**config.mk**
```make
export PLATFORM = sky130hd
export DESIGN_NAME = div_iter
export DESIGN_NICKNAME = d
export VERILOG_FILES = /design/src/rtl/div_iter.sv
export SDC_FILE = /design/constraint.sdc
export NUM_CORES = 1
export LEC_CHECK = 0
export ABC_CLOCK_PERIOD_IN_PS = 5000
export BUFFER_PORTS_ARGS = -buffer_cell sky130_fd_sc_hd__buf_4
export CAP_MARGIN = 20
export CORE_ASPECT_RATIO = 0.6
export CORE_MARGIN = 2
export CORE_UTILIZATION = 25
export CTS_CLUSTER_SIZE = 24
export DETAILED_ROUTE_END_ITERATION = 16
export GPL_ROUTABILITY_DRIVEN = 0
export GPL_TIMING_DRIVEN = 0
export PLACE_DENSITY_LB_ADDON = 0.05
export SLEW_MARGIN = 20
export SYNTH_ARGS = -nofsm -noshare
export SYNTH_HDL_FRONTEND = slang
export SYNTH_SLANG_ARGS = --single-unit
```
**constraint.sdc**
```tcl
create_clock -name clk -period 5 [get_ports clk]
set_input_delay 0.5 -clock clk [delete_from_list [all_inputs] [get_ports clk]]
set_output_delay 0.5 -clock clk [all_outputs]
set_load 0.01 [all_outputs]
```
**src/rtl/div_iter.sv**
```systemverilog
// Iterative restoring radix-2 divider for DIV/DIVU/REM/REMU, one quotient bit per cycle.
// Optional result cache of the last completed operation, enabled by `define DIV_RESULT_CACHE_EN.
module div_iter #(
    parameter int unsigned WIDTH = 32,
    parameter int unsigned CNT_W = 6
) (
    input  logic             clk,
    input  logic             rst,
    input  logic [WIDTH-1:0] op1,
    input  logic [WIDTH-1:0] op2,
    input  logic [2:0]       func3,
    input  logic             div_en,
    input  logic             div_flush,
    output logic [WIDTH-1:0] op1_div_op2,
    output logic [WIDTH-1:0] op1_div_op2_rem,
    output logic             div_valid,
    output logic             div_busy
);

    typedef enum logic [1:0] {IDLE, CALC, DONE} state_t;

    localparam logic [WIDTH-1:0] MinNeg = {1'b1, {(WIDTH-1){1'b0}}};

    state_t           state;
    logic [WIDTH-1:0] quo_q;   // dividend magnitude shifting out, quotient bits shifting in
    logic [WIDTH-1:0] rem_q;
    logic [WIDTH-1:0] dvs_q;
    logic [CNT_W-1:0] cnt_q;
    logic             neg_quo_q;
    logic             neg_rem_q;

    logic             start;
    logic             is_signed;
    logic             zero_div;
    logic             ovf;
    logic [WIDTH-1:0] abs_op1;
    logic [WIDTH-1:0] abs_op2;
    logic [WIDTH:0]   shifted;
    logic [WIDTH:0]   trial;
    logic [WIDTH-1:0] quo_step;
    logic [WIDTH-1:0] rem_step;
    logic [WIDTH-1:0] quo_fix;
    logic [WIDTH-1:0] rem_fix;
    logic             last_step;
    logic             cache_hit;
    logic [WIDTH-1:0] hit_quo;
    logic [WIDTH-1:0] hit_rem;

    always_comb begin
        start     = (state == IDLE) && div_en && func3[2] && !div_flush;
        is_signed = ~func3[0];
        zero_div  = (op2 == '0);
        ovf       = is_signed && (op1 == MinNeg) && (op2 == '1);
        abs_op1   = op1;
        abs_op2   = op2;
        if (is_signed && op1[WIDTH-1]) abs_op1 = -op1;
        if (is_signed && op2[WIDTH-1]) abs_op2 = -op2;

        // Partial remainder stays below the divisor, so a non-negative trial fits in WIDTH bits.
        shifted = {rem_q, quo_q[WIDTH-1]};
        trial   = shifted - {1'b0, dvs_q};
        if (!trial[WIDTH]) begin
            rem_step = trial[WIDTH-1:0];
            quo_step = {quo_q[WIDTH-2:0], 1'b1};
        end else begin
            rem_step = shifted[WIDTH-1:0];
            quo_step = {quo_q[WIDTH-2:0], 1'b0};
        end
        quo_fix   = neg_quo_q ? -quo_step : quo_step;
        rem_fix   = neg_rem_q ? -rem_step : rem_step;
        last_step = (cnt_q == CNT_W'(WIDTH - 1));
    end

`ifdef DIV_RESULT_CACHE_EN
    logic [WIDTH-1:0] op1_q;
    logic [WIDTH-1:0] op2_q;
    logic             uns_q;
    logic             cache_vld_q;
    logic [WIDTH-1:0] cache_op1_q;
    logic [WIDTH-1:0] cache_op2_q;
    logic             cache_uns_q;
    logic [WIDTH-1:0] cache_quo_q;
    logic [WIDTH-1:0] cache_rem_q;

    always_comb begin
        cache_hit = cache_vld_q && (cache_op1_q == op1) && (cache_op2_q == op2) &&
                    (cache_uns_q == func3[0]);
        hit_quo   = cache_quo_q;
        hit_rem   = cache_rem_q;
    end

    // Results are committed to the cache only when DONE is left without a flush.
    always_ff @(posedge clk or negedge rst) begin
        if (!rst) begin
            op1_q       <= '0;
            op2_q       <= '0;
            uns_q       <= 1'b0;
            cache_vld_q <= 1'b0;
            cache_op1_q <= '0;
            cache_op2_q <= '0;
            cache_uns_q <= 1'b0;
            cache_quo_q <= '0;
            cache_rem_q <= '0;
        end else begin
            if (start) begin
                op1_q <= op1;
                op2_q <= op2;
                uns_q <= func3[0];
            end
            if (state == DONE && !div_flush) begin
                cache_vld_q <= 1'b1;
                cache_op1_q <= op1_q;
                cache_op2_q <= op2_q;
                cache_uns_q <= uns_q;
                cache_quo_q <= op1_div_op2;
                cache_rem_q <= op1_div_op2_rem;
            end
        end
    end
`else
    always_comb begin
        cache_hit = 1'b0;
        hit_quo   = '0;
        hit_rem   = '0;
    end
`endif

    always_ff @(posedge clk or negedge rst) begin
        if (!rst) begin
            state           <= IDLE;
            quo_q           <= '0;
            rem_q           <= '0;
            dvs_q           <= '0;
            cnt_q           <= '0;
            neg_quo_q       <= 1'b0;
            neg_rem_q       <= 1'b0;
            op1_div_op2     <= '0;
            op1_div_op2_rem <= '0;
            div_valid       <= 1'b0;
            div_busy        <= 1'b0;
        end else begin
            div_valid <= 1'b0;
            case (state)
                IDLE: begin
                    if (start) begin
                        quo_q     <= abs_op1;
                        dvs_q     <= abs_op2;
                        rem_q     <= '0;
                        cnt_q     <= '0;
                        neg_quo_q <= is_signed && (op1[WIDTH-1] ^ op2[WIDTH-1]);
                        neg_rem_q <= is_signed && op1[WIDTH-1];
                        div_busy  <= 1'b1;
                        if (cache_hit) begin
                            state           <= DONE;
                            div_valid       <= 1'b1;
                            op1_div_op2     <= hit_quo;
                            op1_div_op2_rem <= hit_rem;
                        end else if (zero_div) begin
                            state           <= DONE;
                            div_valid       <= 1'b1;
                            op1_div_op2     <= '1;
                            op1_div_op2_rem <= op1;
                        end else if (ovf) begin
                            state           <= DONE;
                            div_valid       <= 1'b1;
                            op1_div_op2     <= op1;
                            op1_div_op2_rem <= '0;
                        end else begin
                            state <= CALC;
                        end
                    end
                end
                CALC: begin
                    if (div_flush) begin
                        state    <= IDLE;
                        div_busy <= 1'b0;
                    end else begin
                        quo_q <= quo_step;
                        rem_q <= rem_step;
                        cnt_q <= cnt_q + 1'b1;
                        if (last_step) begin
                            state           <= DONE;
                            div_valid       <= 1'b1;
                            op1_div_op2     <= quo_fix;
                            op1_div_op2_rem <= rem_fix;
                        end
                    end
                end
                DONE: begin
                    state    <= IDLE;
                    div_busy <= 1'b0;
                end
                default: begin
                    state    <= IDLE;
                    div_busy <= 1'b0;
                end
            endcase
        end
    end

endmodule

```
==> qor.yml <==
yosys:
  synth_top_area_share_pct: 33.2
  synth-async-reset-ratio_pct: 100
  synth_edf_count: 0
  ys_ff_latch: 172
  synthMuxAreaShare_pct: 2.73
  synth_top_family_by_area: "compound AO/OA/AOI/OAI gates"
  yosys.area.top_type: "dfrtp_1"
  ys_warn_count: 0
  yosys-top-cells-count: "176 x nand2_1, 172 x dfrtp_1, 167 x o21ai_0, 165 x nor2_1, 131 x a21oi_1"
  synth_simple_gate_area_share_pct: 20.8
  synthAdderAreaFrac_pct: 3.82
  yosysMostFrequentCell: "nand2_1"
  yosysUniqueCellTypes: 87
  synth-xor-area-share_pct: 9.11
  ys_top_cells_by_area: "dfrtp_1 33%, o21ai_0 6.4%, xnor2_1 5.1%"
  synth_fp_nets: 1736
  postSynthAreaPerCell_um2: 7.98
  yosysSeqAreaShare_pct: 33.2
  synth_compound_area_share_pct: 25.3
  dominantRegCellSynth: "dfrtp_1"
  netlist_area_um2: 13000
  synth_cells: 1626
final_layout:
  syn_to_final_growth_pct: 25.0
  final_cell_area_um2: 16200
  final_cells: 2536
  nets: 1937
  final_core_util_pct: 31.8
  drive_gt1_share_pct: 18.1
  fillers: 5561
route:
  drc: 0
  wire_per_inst_um: 24.0
  postRouteAntennaNets: 0
  first_pass_iters: 7
  drt_iter0_markers: 1423
  routed_wl_um: 61000
  vias: 13600
  routed_via_density: 5.35
clocking:
  h-tree-depth: 4
  cts_buffer_depth: 2
  path_clk_slew_ns: 0.08
  cts_tree: "done"
  cts_sinks: 172
  cts_made_buffers: 17
  root_buffer: "clkbuf_16"
  clkLatencyLatePin_ns: 0.47
worst_setup_path:
  cp_max_fo: 5
  ff2ff_path_depth: 24
  critPathKind: "reg -> reg"
  critPathArrivalTime_ns: 5.15
  worstSetupStartpoint: "quo_q[31]"
  max_stage_delay_ns: 0.44
  path_delay_family: "compound AO/OA/AOI/OAI gates"
  regToRegEndpoint: "op1_div_op2_rem[26]"
  path_buf_inv: 7
  crit_path_top_delay_cell: "o31a_1"
  cp-start-kind: "register"
  worstReg2RegStart: "quo_q[31]"
  path_cells: "inv_2, ha_4, inv_2, fa_2, a211oi_4, o211ai_1, buf_4, nand2_4, a211o_1, a21oi_4, nor2_4, clkinv_4, buf_12, mux2i_4, ha_4, inv_4, nor4b_4, buf_4, and4_4, a31oi_4, o31a_1, o21a_1, nor4_2, o22ai_1"
  worst_ep_required_time_ns: 5.35
  cp.depth: 24
  setup.worst_path.end: "op1_div_op2_rem[26]"
  reg2reg_setup_slack_ns: 0.20
  end_kind: "register"
place:
  post-place-ws_ns: -1.98
  io_buffers: 135
  dp_hpwl_um: 48100
  place_area_um2: 14900
  dp.cells: 2456
sta:
  period_needed_ns: 4.80
  finalCritPeriodShare_pct: 96.0
  worst_slew_pin_slew_ns: 1.05
  final.setup_skew_ns: 0.0257
  finalSetupViolCount: 0
  fmax_mhz: 208
  rsz0062_at_grt: "yes"
  finalSetupTns_ns: 0
  timing.final.ws_setup_ns: 0.201
  drv_slew: 0
  finalHoldViolCount: 0
  relSlewSlack_pct: 30.2
global_route:
  grt_pass1_vias: 12800
  antenna_found_initial: 0
  grt_max_degree: 76
  grt_pass1_wl_um: 89500
  grt_usage_pct: 22.5
  grt.overflow.total: 0
pwr:
  p_leak_nw: 6.83
  comb_power_share_pct: 66.4
  ir_drop_v: 0.000279
  p_int_mw: 4.84
  p_switching_mw: 5.24
  clkPwrFrac_pct: 13.9
  swShare_pct: 52.0
  seq_power_share_pct: 19.6
  p_per_area_nw_per_um2: 621
hold_path:
  min_path_type: "in -> reg"
die:
  die_height_um: 181
  die-width_um: 298
  die-area_um2: 53800
  num_io_pins: 137
  initial_core_util_pct: 25.4
  core_area_um2: 51100
  fp-row-count: 64
run_status:
  outcome: "finished clean"
flow_run:
  cap_viol_max_count: 0
[worst min-delay path by stage]
stage | from | to | slack (ns) | depth (start not counted)
final | div_flush | div_busy | 0.26 | 2
after global routing | div_flush | div_busy | 0.26 | 2
after CTS | div_flush | div_busy | 0.24 | 2
after detailed placement | rst | dvs_q[30] | 0.38 | 1
after global placement | op1_div_op2[18] | op1_div_op2[18] | 0.46 | 2
after floorplan | rst | cnt_q[0] | 0.20 | 0
[layout make-up]
type,instances,area [um2],share of cell area (%)
tap,693,867,5.34
antenna,4,10.0,0.0617
clock buffer,17,425,2.62
inverter,58,225,1.39
timing repair buffer,190,1480,9.10
clock inverter,14,148,0.910
sequential,172,4320,26.6
multi-input combinational,1292,8290,51.1
buffer,96,472,2.91
[cell usage in the layout, fill, tap and decap left out, types with 12 or more instances in the layout]
cell type  count
buf_4        186
nand2_1      176
o21ai_0      166
nor2_1       165
dfrtp_1      162
a21oi_1      124
xnor2_1       74
clkbuf_1      64
xor2_1        59
inv_1         53
nand3_1       51
nor3_1        32
ha_1          32
mux2i_1       30
o31ai_1       25
or3_1         20
nand4_1       19
a221oi_1      18
o211ai_1      17
a31oi_1       17
clkbuf_16     17
buf_2         15
a21o_1        14
or4_1         14
nor4_1        12
o22ai_1       12
[registers in the layout, summed over array words and instances, names as in the netlist]
register and count:
cnt_q 6, neg_rem_q 1, op1_div_op2_rem 32, neg_quo_q 1, op1_div_op2 32, div_valid 1
div_busy 1, state 2, dvs_q 32, quo_q 32, rem_q 32
[power by group through the flow]
stage	sequential [mW]	combinational [mW]	clock [mW]
final	1.98	6.69	1.40
after global routing	2.01	7.25	1.48
after CTS	1.98	6.23	1.43
after detailed placement	2.00	5.64	0
after global placement	2.01	5.63	0
after floorplan	1.86	3.90	0
[cell families (layout without fill, tap and decap cells)]
family                   after synthesis  after routing
AND/OR/NAND/NOR                      571            571
adder cells (fa/ha/maj)               39             39
other                                  0              4
flip-flops                           172            172
XOR/XNOR                             135            135
buffers and inverters                162            375
AO/OA/AOI/OAI                        512            512
multiplexers                          35             35
[worst register-to-register path: stages (launching register included)]
cell	delay [ns]
dfrtp_1	0.40
inv_2	0.09
ha_4	0.14
inv_2	0.04
fa_2	0.39
a211oi_4	0.28
o211ai_1	0.13
buf_4	0.19
nand2_4	0.08
a211o_1	0.18
a21oi_4	0.09
nor2_4	0.15
clkinv_4	0.13
buf_12	0.16
mux2i_4	0.20
ha_4	0.18
inv_4	0.05
nor4b_4	0.28
buf_4	0.17
and4_4	0.23
a31oi_4	0.05
o31a_1	0.44
o21a_1	0.23
nor4_2	0.28
o22ai_1	0.13
[per-stage QoR]
step / hold slack (ns) / total power, mW
6_report: 0.260 / 10.1
5_1_grt: 0.261 / 10.7
4_1_cts: 0.239 / 9.64
3_5_place_dp: 0.380 / 7.65
3_3_place_gp: 0.463 / 7.64
2_1_floorplan: 0.204 / 5.76
[layer usage]
| layer | vias to the layer above | GRT usage [%] | wire (um) |
|---|---|---|---|
| met5 | - | 0 | 0 |
| met4 | 0 | 4.72 | 909 |
| met3 | 45 | 4.87 | 4760 |
| met2 | 471 | 28.6 | 22600 |
| met1 | 6758 | 37.0 | 32700 |
| li1 | 6296 | - | - |
[what timing repair did]
action | in CTS | in global routing
hold endpoints to repair | 30 | 0
pin swaps | 19 | 11
setup buffers | 23 | 29
hold buffers | 1 | 0
cloned | 0 | 0
resized for setup | 60 | 33
endpoints found under the setup margin | 36 | 19
No activity file was read; power rests on OpenSTA's default activity.
